--- config.mk ---
export PLATFORM = sky130hd
export DESIGN_NAME = cbb_ecc_dec_flat
export DESIGN_NICKNAME = d
export VERILOG_FILES = /design/src/rtl/cbb_ecc_pkg.sv /design/src/rtl/cbb_ecc_if.sv /design/src/rtl/cbb_ecc_syn.sv /design/src/rtl/cbb_ecc_dec.sv /design/src/flat_wrapper.sv
export SDC_FILE = /design/constraint.sdc
export NUM_CORES = 1
export LEC_CHECK = 0
export ABC_CLOCK_PERIOD_IN_PS = 2400
export CAP_MARGIN = 20
export CORE_MARGIN = 5
export CORE_UTILIZATION = 45
export DETAILED_ROUTE_END_ITERATION = 10
export GPL_TIMING_DRIVEN = 0
export PLACE_DENSITY = 0.75
export SKIP_CTS_REPAIR_TIMING = 1
export SYNTH_ARGS = -nofsm -noshare
export SYNTH_HDL_FRONTEND = slang
export SYNTH_SLANG_ARGS = --single-unit
--- constraint.sdc ---
create_clock -name clk -period 2.4 [get_ports clk]
set_input_delay 0.48 -clock clk [delete_from_list [all_inputs] [get_ports clk]]
set_output_delay 0.48 -clock clk [all_outputs]
set_load 0.02 [all_outputs]
--- src/rtl/cbb_ecc_pkg.sv ---
// Shared SECDED definitions for the cbb_ecc encoder/decoder pair: generator matrix and sizing helpers.
// Data bit i sits at the i-th non-power-of-two Hamming position (3,5,6,7,9,...), which is its syndrome column.
package cbb_ecc_pkg;

  localparam int G_ROWS = 9;
  localparam int G_COLS = 256;
  localparam int DW_MAX = 247;

  typedef logic [0:G_ROWS-1][G_COLS-1:0] g_matrix_t;

  // Syndrome column (Hamming position) of data bit i.
  function automatic logic [7:0] ecc_col(input int i);
    int n;
    logic [7:0] col;
    n   = 0;
    col = '0;
    for (int p = 3; p < 256; p++) begin
      if ((p & (p - 1)) != 0) begin
        if (n == i) col = 8'(p);
        n++;
      end
    end
    return col;
  endfunction

  // Check bits (Hamming bits plus overall parity) needed for dw data bits.
  function automatic int ecc_ew(input int dw);
    int  res;
    bit  found;
    res   = 0;
    found = 1'b0;
    for (int r = 1; r <= 8; r++) begin
      if (!found && ((1 << r) >= dw + r + 1)) begin
        res   = r + 1;
        found = 1'b1;
      end
    end
    return res;
  endfunction

  // Row g holds bit g of every data column; row 8 is reserved and left zero.
  function automatic g_matrix_t build_g();
    g_matrix_t m;
    int        n;
    m = '0;
    n = 0;
    for (int p = 3; p < 256; p++) begin
      if ((p & (p - 1)) != 0) begin
        for (int g = 0; g < 8; g++) m[g][n] = p[g];
        n++;
      end
    end
    return m;
  endfunction

  localparam g_matrix_t G_MATRIX = build_g();

endpackage

--- src/rtl/cbb_ecc_if.sv ---
// Decoder bus: codeword input, corrected output with flags, and status counters/log.
interface cbb_ecc_if #(
  parameter int DW = 32,
  parameter int EW = 7,
  parameter int CW = 16
);
  logic              din_vld;
  logic [DW+EW-1:0]  din;
  logic              cnt_clr;
  logic              dout_vld;
  logic [DW-1:0]     dout;
  logic              err_1bit;
  logic              err_2bit;
  logic [EW-2:0]     syndrome;
  logic [CW-1:0]     sb_cnt;
  logic [CW-1:0]     db_cnt;
  logic              log_vld;
  logic [EW-1:0]     log_syn;

  modport master (
    output din_vld, din, cnt_clr,
    input  dout_vld, dout, err_1bit, err_2bit, syndrome,
    input  sb_cnt, db_cnt, log_vld, log_syn
  );

  modport slave (
    input  din_vld, din, cnt_clr,
    output dout_vld, dout, err_1bit, err_2bit, syndrome,
    output sb_cnt, db_cnt, log_vld, log_syn
  );
endinterface

--- src/rtl/cbb_ecc_syn.sv ---
// Combinational Hamming syndrome and overall parity of a {ecc, data} codeword.
module cbb_ecc_syn
  import cbb_ecc_pkg::*;
#(
  parameter int DW = 32,
  parameter int EW = 7
) (
  input  logic [DW+EW-1:0] cw,
  output logic [EW-2:0]    syn,
  output logic             par
);

  logic [DW-1:0] data;

  assign data = cw[DW-1:0];

  always_comb begin
    syn = '0;
    for (int g = 0; g < EW - 1; g++) begin
      syn[g] = (^(data & G_MATRIX[g][DW-1:0])) ^ cw[DW+g];
    end
  end

  // Covers every bit including the overall parity bit, so a clean word gives 0.
  assign par = ^cw;

endmodule

--- src/rtl/cbb_ecc_dec.sv ---
// SECDED decoder: 2-stage pipeline, single-error correction, double-error detection,
// saturating error counters and a first-error log.
module cbb_ecc_dec
  import cbb_ecc_pkg::*;
#(
  parameter int DW = 32,
  parameter int EW = 7,
  parameter int CW = 16
) (
  input logic      clk,
  input logic      rst_n,
  cbb_ecc_if.slave bus
);

  if (DW < 1 || DW > DW_MAX || EW < ecc_ew(DW) || EW > G_ROWS) begin : g_param_chk
    $fatal(1, "cbb_ecc_dec: EW too small for DW or DW out of range");
  end

  function automatic logic [CW-1:0] sat_inc(input logic [CW-1:0] v);
    return (&v) ? v : v + CW'(1);
  endfunction

  logic [EW-2:0] syn_c;
  logic          par_c;

  cbb_ecc_syn #(.DW(DW), .EW(EW)) u_syn (
    .cw  (bus.din),
    .syn (syn_c),
    .par (par_c)
  );

  // ---- stage 1: syndrome / parity register ----
  logic          vld_p1;
  logic [DW-1:0] data_p1;
  logic [EW-2:0] syn_p1;
  logic          par_p1;

  always_ff @(posedge clk or negedge rst_n) begin
    if (!rst_n) begin
      vld_p1  <= 1'b0;
      data_p1 <= '0;
      syn_p1  <= '0;
      par_p1  <= 1'b0;
    end else begin
      vld_p1 <= bus.din_vld;
      if (bus.din_vld) begin
        data_p1 <= bus.din[DW-1:0];
        syn_p1  <= syn_c;
        par_p1  <= par_c;
      end
    end
  end

  // ---- stage 2: correction and classification ----
  logic [DW-1:0] flip;

  for (genvar i = 0; i < DW; i++) begin : g_col
    localparam logic [7:0] COL = ecc_col(i);
    assign flip[i] = par_p1 && (syn_p1 == COL[EW-2:0]);
  end

  logic          vld_p2;
  logic [DW-1:0] dout_p2;
  logic          err1_p2;
  logic          err2_p2;
  logic [EW-2:0] syn_p2;

  always_ff @(posedge clk or negedge rst_n) begin
    if (!rst_n) begin
      vld_p2  <= 1'b0;
      dout_p2 <= '0;
      err1_p2 <= 1'b0;
      err2_p2 <= 1'b0;
      syn_p2  <= '0;
    end else begin
      vld_p2 <= vld_p1;
      if (vld_p1) begin
        dout_p2 <= data_p1 ^ flip;
        err1_p2 <= par_p1;
        err2_p2 <= !par_p1 && (syn_p1 != '0);
        syn_p2  <= syn_p1;
      end
    end
  end

  // ---- status: counters and first-error log fed by the stage-2 output ----
  logic [CW-1:0] sb_cnt_q;
  logic [CW-1:0] db_cnt_q;
  logic          log_vld_q;
  logic [EW-1:0] log_syn_q;

  always_ff @(posedge clk or negedge rst_n) begin
    if (!rst_n) begin
      sb_cnt_q  <= '0;
      db_cnt_q  <= '0;
      log_vld_q <= 1'b0;
      log_syn_q <= '0;
    end else if (bus.cnt_clr) begin
      sb_cnt_q  <= '0;
      db_cnt_q  <= '0;
      log_vld_q <= 1'b0;
      log_syn_q <= '0;
    end else if (vld_p2) begin
      if (err1_p2) sb_cnt_q <= sat_inc(sb_cnt_q);
      if (err2_p2) db_cnt_q <= sat_inc(db_cnt_q);
      if (!log_vld_q && (err1_p2 || err2_p2)) begin
        log_vld_q <= 1'b1;
        log_syn_q <= {err2_p2, syn_p2};
      end
    end
  end

  assign bus.dout_vld = vld_p2;
  assign bus.dout     = dout_p2;
  assign bus.err_1bit = err1_p2;
  assign bus.err_2bit = err2_p2;
  assign bus.syndrome = syn_p2;
  assign bus.sb_cnt   = sb_cnt_q;
  assign bus.db_cnt   = db_cnt_q;
  assign bus.log_vld  = log_vld_q;
  assign bus.log_syn  = log_syn_q;

endmodule

--- src/flat_wrapper.sv ---
// flat-port wrapper written by rule: the top's interface ports become plain ports
module cbb_ecc_dec_flat import cbb_ecc_pkg::*;
#(
  parameter int DW = 32,
  parameter int EW = 7,
  parameter int CW = 16
)
  (clk, rst_n, bus_din_vld, bus_din, bus_cnt_clr, bus_dout_vld, bus_dout, bus_err_1bit, bus_err_2bit, bus_syndrome, bus_sb_cnt, bus_db_cnt, bus_log_vld, bus_log_syn);
  cbb_ecc_if #(.DW(DW), .EW(EW), .CW(CW)) bus_i ();
  input logic clk;
  input logic rst_n;
  input wire logic [$bits(bus_i.din_vld)-1:0] bus_din_vld;
  input wire logic [$bits(bus_i.din)-1:0] bus_din;
  input wire logic [$bits(bus_i.cnt_clr)-1:0] bus_cnt_clr;
  output wire logic [$bits(bus_i.dout_vld)-1:0] bus_dout_vld;
  output wire logic [$bits(bus_i.dout)-1:0] bus_dout;
  output wire logic [$bits(bus_i.err_1bit)-1:0] bus_err_1bit;
  output wire logic [$bits(bus_i.err_2bit)-1:0] bus_err_2bit;
  output wire logic [$bits(bus_i.syndrome)-1:0] bus_syndrome;
  output wire logic [$bits(bus_i.sb_cnt)-1:0] bus_sb_cnt;
  output wire logic [$bits(bus_i.db_cnt)-1:0] bus_db_cnt;
  output wire logic [$bits(bus_i.log_vld)-1:0] bus_log_vld;
  output wire logic [$bits(bus_i.log_syn)-1:0] bus_log_syn;
  assign bus_i.din_vld = bus_din_vld;
  assign bus_i.din = bus_din;
  assign bus_i.cnt_clr = bus_cnt_clr;
  assign bus_dout_vld = bus_i.dout_vld;
  assign bus_dout = bus_i.dout;
  assign bus_err_1bit = bus_i.err_1bit;
  assign bus_err_2bit = bus_i.err_2bit;
  assign bus_syndrome = bus_i.syndrome;
  assign bus_sb_cnt = bus_i.sb_cnt;
  assign bus_db_cnt = bus_i.db_cnt;
  assign bus_log_vld = bus_i.log_vld;
  assign bus_log_syn = bus_i.log_syn;
  cbb_ecc_dec #(.DW(DW), .EW(EW), .CW(CW)) u_core (.clk(clk), .rst_n(rst_n), .bus(bus_i));
endmodule
==> summary.txt <==
Initial antenna violation count -> 0
CP startpoint kind -> input port
WP depth -> 6
Cell Int Power -> 5.100 mW
Setup crit end -> u_core.par_p1
Psw -> 2.286 mW
Ys flop type -> dfrtp_1
DR pass1 iterations -> 5
Pin count of the biggest net entering global routing -> 79
Initial core utilization -> 46.32%
Failing checks -> negative hold slack
Fin Clk Skew -> 0.005040 ns
Gpl congestion -> 0.9084
Post-synth EDFFs -> 0
Grt ovf -> 0
Vias -> 4766
CP max stage delay -> 0.54 ns
Worst hold-check path type -> input port to asynchronous set/reset pin
Core Region -> 13350 sq um
Reg2reg setup slack -> 0.32 ns
Register area share after synthesis -> 48.98%
Worst Path Max Fanout -> 3
Clock network fraction of total power -> 33.8%
Vias in the first global route -> 5033
Buf+Inv Stages, Crit Path -> 1
Tmin final -> 2.363 ns
Fin crit share -> 98.47%
Area contributors post-synth -> dfrtp_1, xnor2_1, mux2_2, nor2_1, xor2_1
Top cell type by total area after synthesis -> dfrtp_1
Multi-input logic area -> 3068 sq um
I/O Buffers -> 122
Cell Rows -> 42
H-tree Lvls -> 4
Fmax achieved -> 423.1 MHz
Placed cell areas -> 7652 sq um
Family with the most delay on the worst path -> XOR/XNOR gates
Hold Violations, Final -> 8
Nets -> 758
Hold slack final -> -0.01370 ns
FF-to-FF End -> u_core.bus.sb_cnt[11]
Worst-Skew Late Latency -> 0.41 ns
DRT iter0 DRCs -> 392
Origin of the worst setup path -> bus_din[7]
DRC viols -> 0
Global-route wire length before repair -> 25600 microns
DR vias/cell -> 5.296
Reg power frac -> 36.4%
Max-cap violations -> 0
Combinational power share -> 29.8%
Worst Reg-to-Reg Cells -> 5
Width of the die -> 127.2 microns
Fill cells -> 1103
Ys Warns -> 0
Post-route cell area -> 8264 sq um
Diodes inserted -> 0
Clock tree buffer depth -> 2
Clock Sinks -> 121
Syn_nets -> 613
Critical setup path kind -> input port to flop
Num CTS Buffers -> 17
Hpwl dp -> 11810 microns
Cell area after synthesis -> 6182 sq um
Ys async rst share -> 100.0%
#FFs+latches synth -> 121
Clock-pin transition on the worst setup and hold timing paths -> 0.05 ns
Synthesis-to-finish area growth -> 33.68%
Arr. time, crit path -> 2.65 ns
DIE AREA -> 16180 sq um
CP Capture Type -> flop
PD cells -> 893.6 nW/um^2
Pre-CTS WS -> -0.5118 ns
Slew @ Worst Pin -> 0.7376 ns
RR Startpoint -> u_core.bus.dout_vld
Leak -> 3.294 nW
Synth unique cells -> 40
Final WL -> 15780 microns
Die height -> 127.2 microns
Routed Antenna Nets -> 0
Mapped Avg Cell Area -> 10.88 sq um
Sequential cell area -> 3028 sq um
Placed Cells -> 867
Non-filler cells, final -> 900
CP dominant cell by count -> xnor3_1
Critical Path RT -> 2.69 ns
Final Setup Violations -> 0
Synth top area share -> 48.98%
CP cell instances -> clkdlybuf4s50_1 > xnor3_1 > xnor2_2 > xnor3_1 > xnor3_1 > mux2_4
Drt wl/cell -> 17.53 microns
Status -> complete, but fails checks
Setup_tns -> 0 ns
Top-count cell post-synth -> dfrtp_1
PnR worst setup slack -> 0.03665 ns
CTS root buffer -> clkbuf_16
Total track usage -> 20.06%
IR drop worst, VDD -> 0.0005043 V
Slew Limit Fails -> 0
Relative slew slack -> 50.65%
Cell count after synthesis -> 568
Top-level I/O count -> 124
Layout cell share with drive strength beyond 1 -> 11.46%
Commonest cells post-synth -> dfrtp_1, nor2_1, xnor2_1
Switching Share -> 30.95%
CTS tree -> built
Slowest CP cell -> clkdlybuf4s50_1
## state kept, by name (all words and copies together) (netlist names)
register / cells
u_core.bus.syndrome: 6
u_core.bus.log_vld: 1
u_core.data_p1: 32
u_core.bus.log_syn: 7
u_core.bus.err_2bit: 1
u_core.bus.db_cnt: 16
u_core.bus.dout: 32
u_core.syn_p1: 6
u_core.par_p1: 1
u_core.vld_p1: 1
u_core.bus.dout_vld: 1
u_core.bus.sb_cnt: 16
u_core.bus.err_1bit: 1
## logic make-up after synthesis
| kind of cell | count (synthesis) | synth area share, % |
|---|---|---|
| xor+xnor | 120 | 20.06 |
| flops | 121 | 48.98 |
| compound gates | 54 | 4.878 |
| fa+ha+maj | 2 | 0.4047 |
| simple gates | 189 | 14.17 |
| buf+inv | 27 | 1.639 |
| mux | 55 | 9.877 |
## metal layers
metal	wire length [microns]	vias to the layer above	share of wire, %	global-route usage (%)
met4	276	0	1.7	7.382
met3	986	22	6.2	5.050
met1	6761	2329	43	25.39
met5	0	-	0	0
met2	7753	200	49	33.41
li1	-	2215	-	-
## how the worst min path moves through the flow
stage,start,to,slack [ns],cells past startpoint
after floorplan,rst_n,u_core.bus.db_cnt[0],0.18,0
after global placement,u_core.vld_p1,u_core.bus.dout_vld,0.36,0
after detailed placement,u_core.vld_p1,u_core.bus.dout_vld,0.36,0
after CTS,rst_n,u_core.bus.sb_cnt[3],-0.008,1
after global routing,rst_n,u_core.bus.sb_cnt[4],0.01,1
final,rst_n,u_core.bus.sb_cnt[3],-0.01,1
## power by group through the flow
stage / Sequential [mW] / Clock, mW / Combinational, mW
CTS: 2.68 / 2.54 / 2.19
detailed placement: 2.70 / 0 / 2.17
global route: 2.73 / 2.64 / 2.35
global placement: 2.68 / 0 / 2.13
finish: 2.69 / 2.50 / 2.20
floorplan: 2.86 / 0 / 1.11
## cell type report
type,instances,share of cell area (%)
Multi-Input combinational cell,420,37.12
Sequential cell,121,36.64
Timing Repair Buffer,126,15.40
Clock buffer,20,5.405
Tap cell,176,2.665
Clock inverter,10,1.544
Buffer,23,1.045
Inverter,4,0.1817
## through the flow
stage,power (mW),utilization [%]
after floorplan,3.970,-
after global placement,4.818,57.11
after detailed placement,4.872,57.33
after CTS,7.406,61.63
after global routing,7.715,61.91
final,7.385,61.91
## cell usage in the layout (no fill, tap or decap), types with 2 or more instances in the layout
cell type | synthesis | layout
and3_1 | 2 | 2
nand4_1 | 10 | 10
nand2_1 | 27 | 27
mux2_2 | 44 | 44
mux2i_1 | 10 | 10
nor2b_1 | 4 | 4
xnor3_1 | 11 | 11
buf_1 | 5 | 5
nand2b_1 | 4 | 4
and3b_1 | 2 | 2
nand3_1 | 21 | 21
xor2_1 | 33 | 33
or3_1 | 2 | 2
dfrtp_1 | 121 | 121
clkinv_2 | 0 | 6
clkdlybuf4s50_1 | 0 | 121
nor4_1 | 6 | 6
ha_1 | 2 | 2
clkbuf_1 | 18 | 20
xnor2_2 | 1 | 3
and4_1 | 3 | 3
buf_4 | 0 | 3
or4_1 | 3 | 3
clkbuf_16 | 0 | 17
xnor2_1 | 73 | 71
o21ai_0 | 2 | 2
nor4b_1 | 2 | 2
a211oi_1 | 7 | 7
inv_1 | 4 | 4
bufinv_16 | 0 | 3
a21oi_1 | 40 | 40
nor3_1 | 7 | 7
nor2_1 | 92 | 92
No activity file was read; power rests on OpenSTA's default activity.
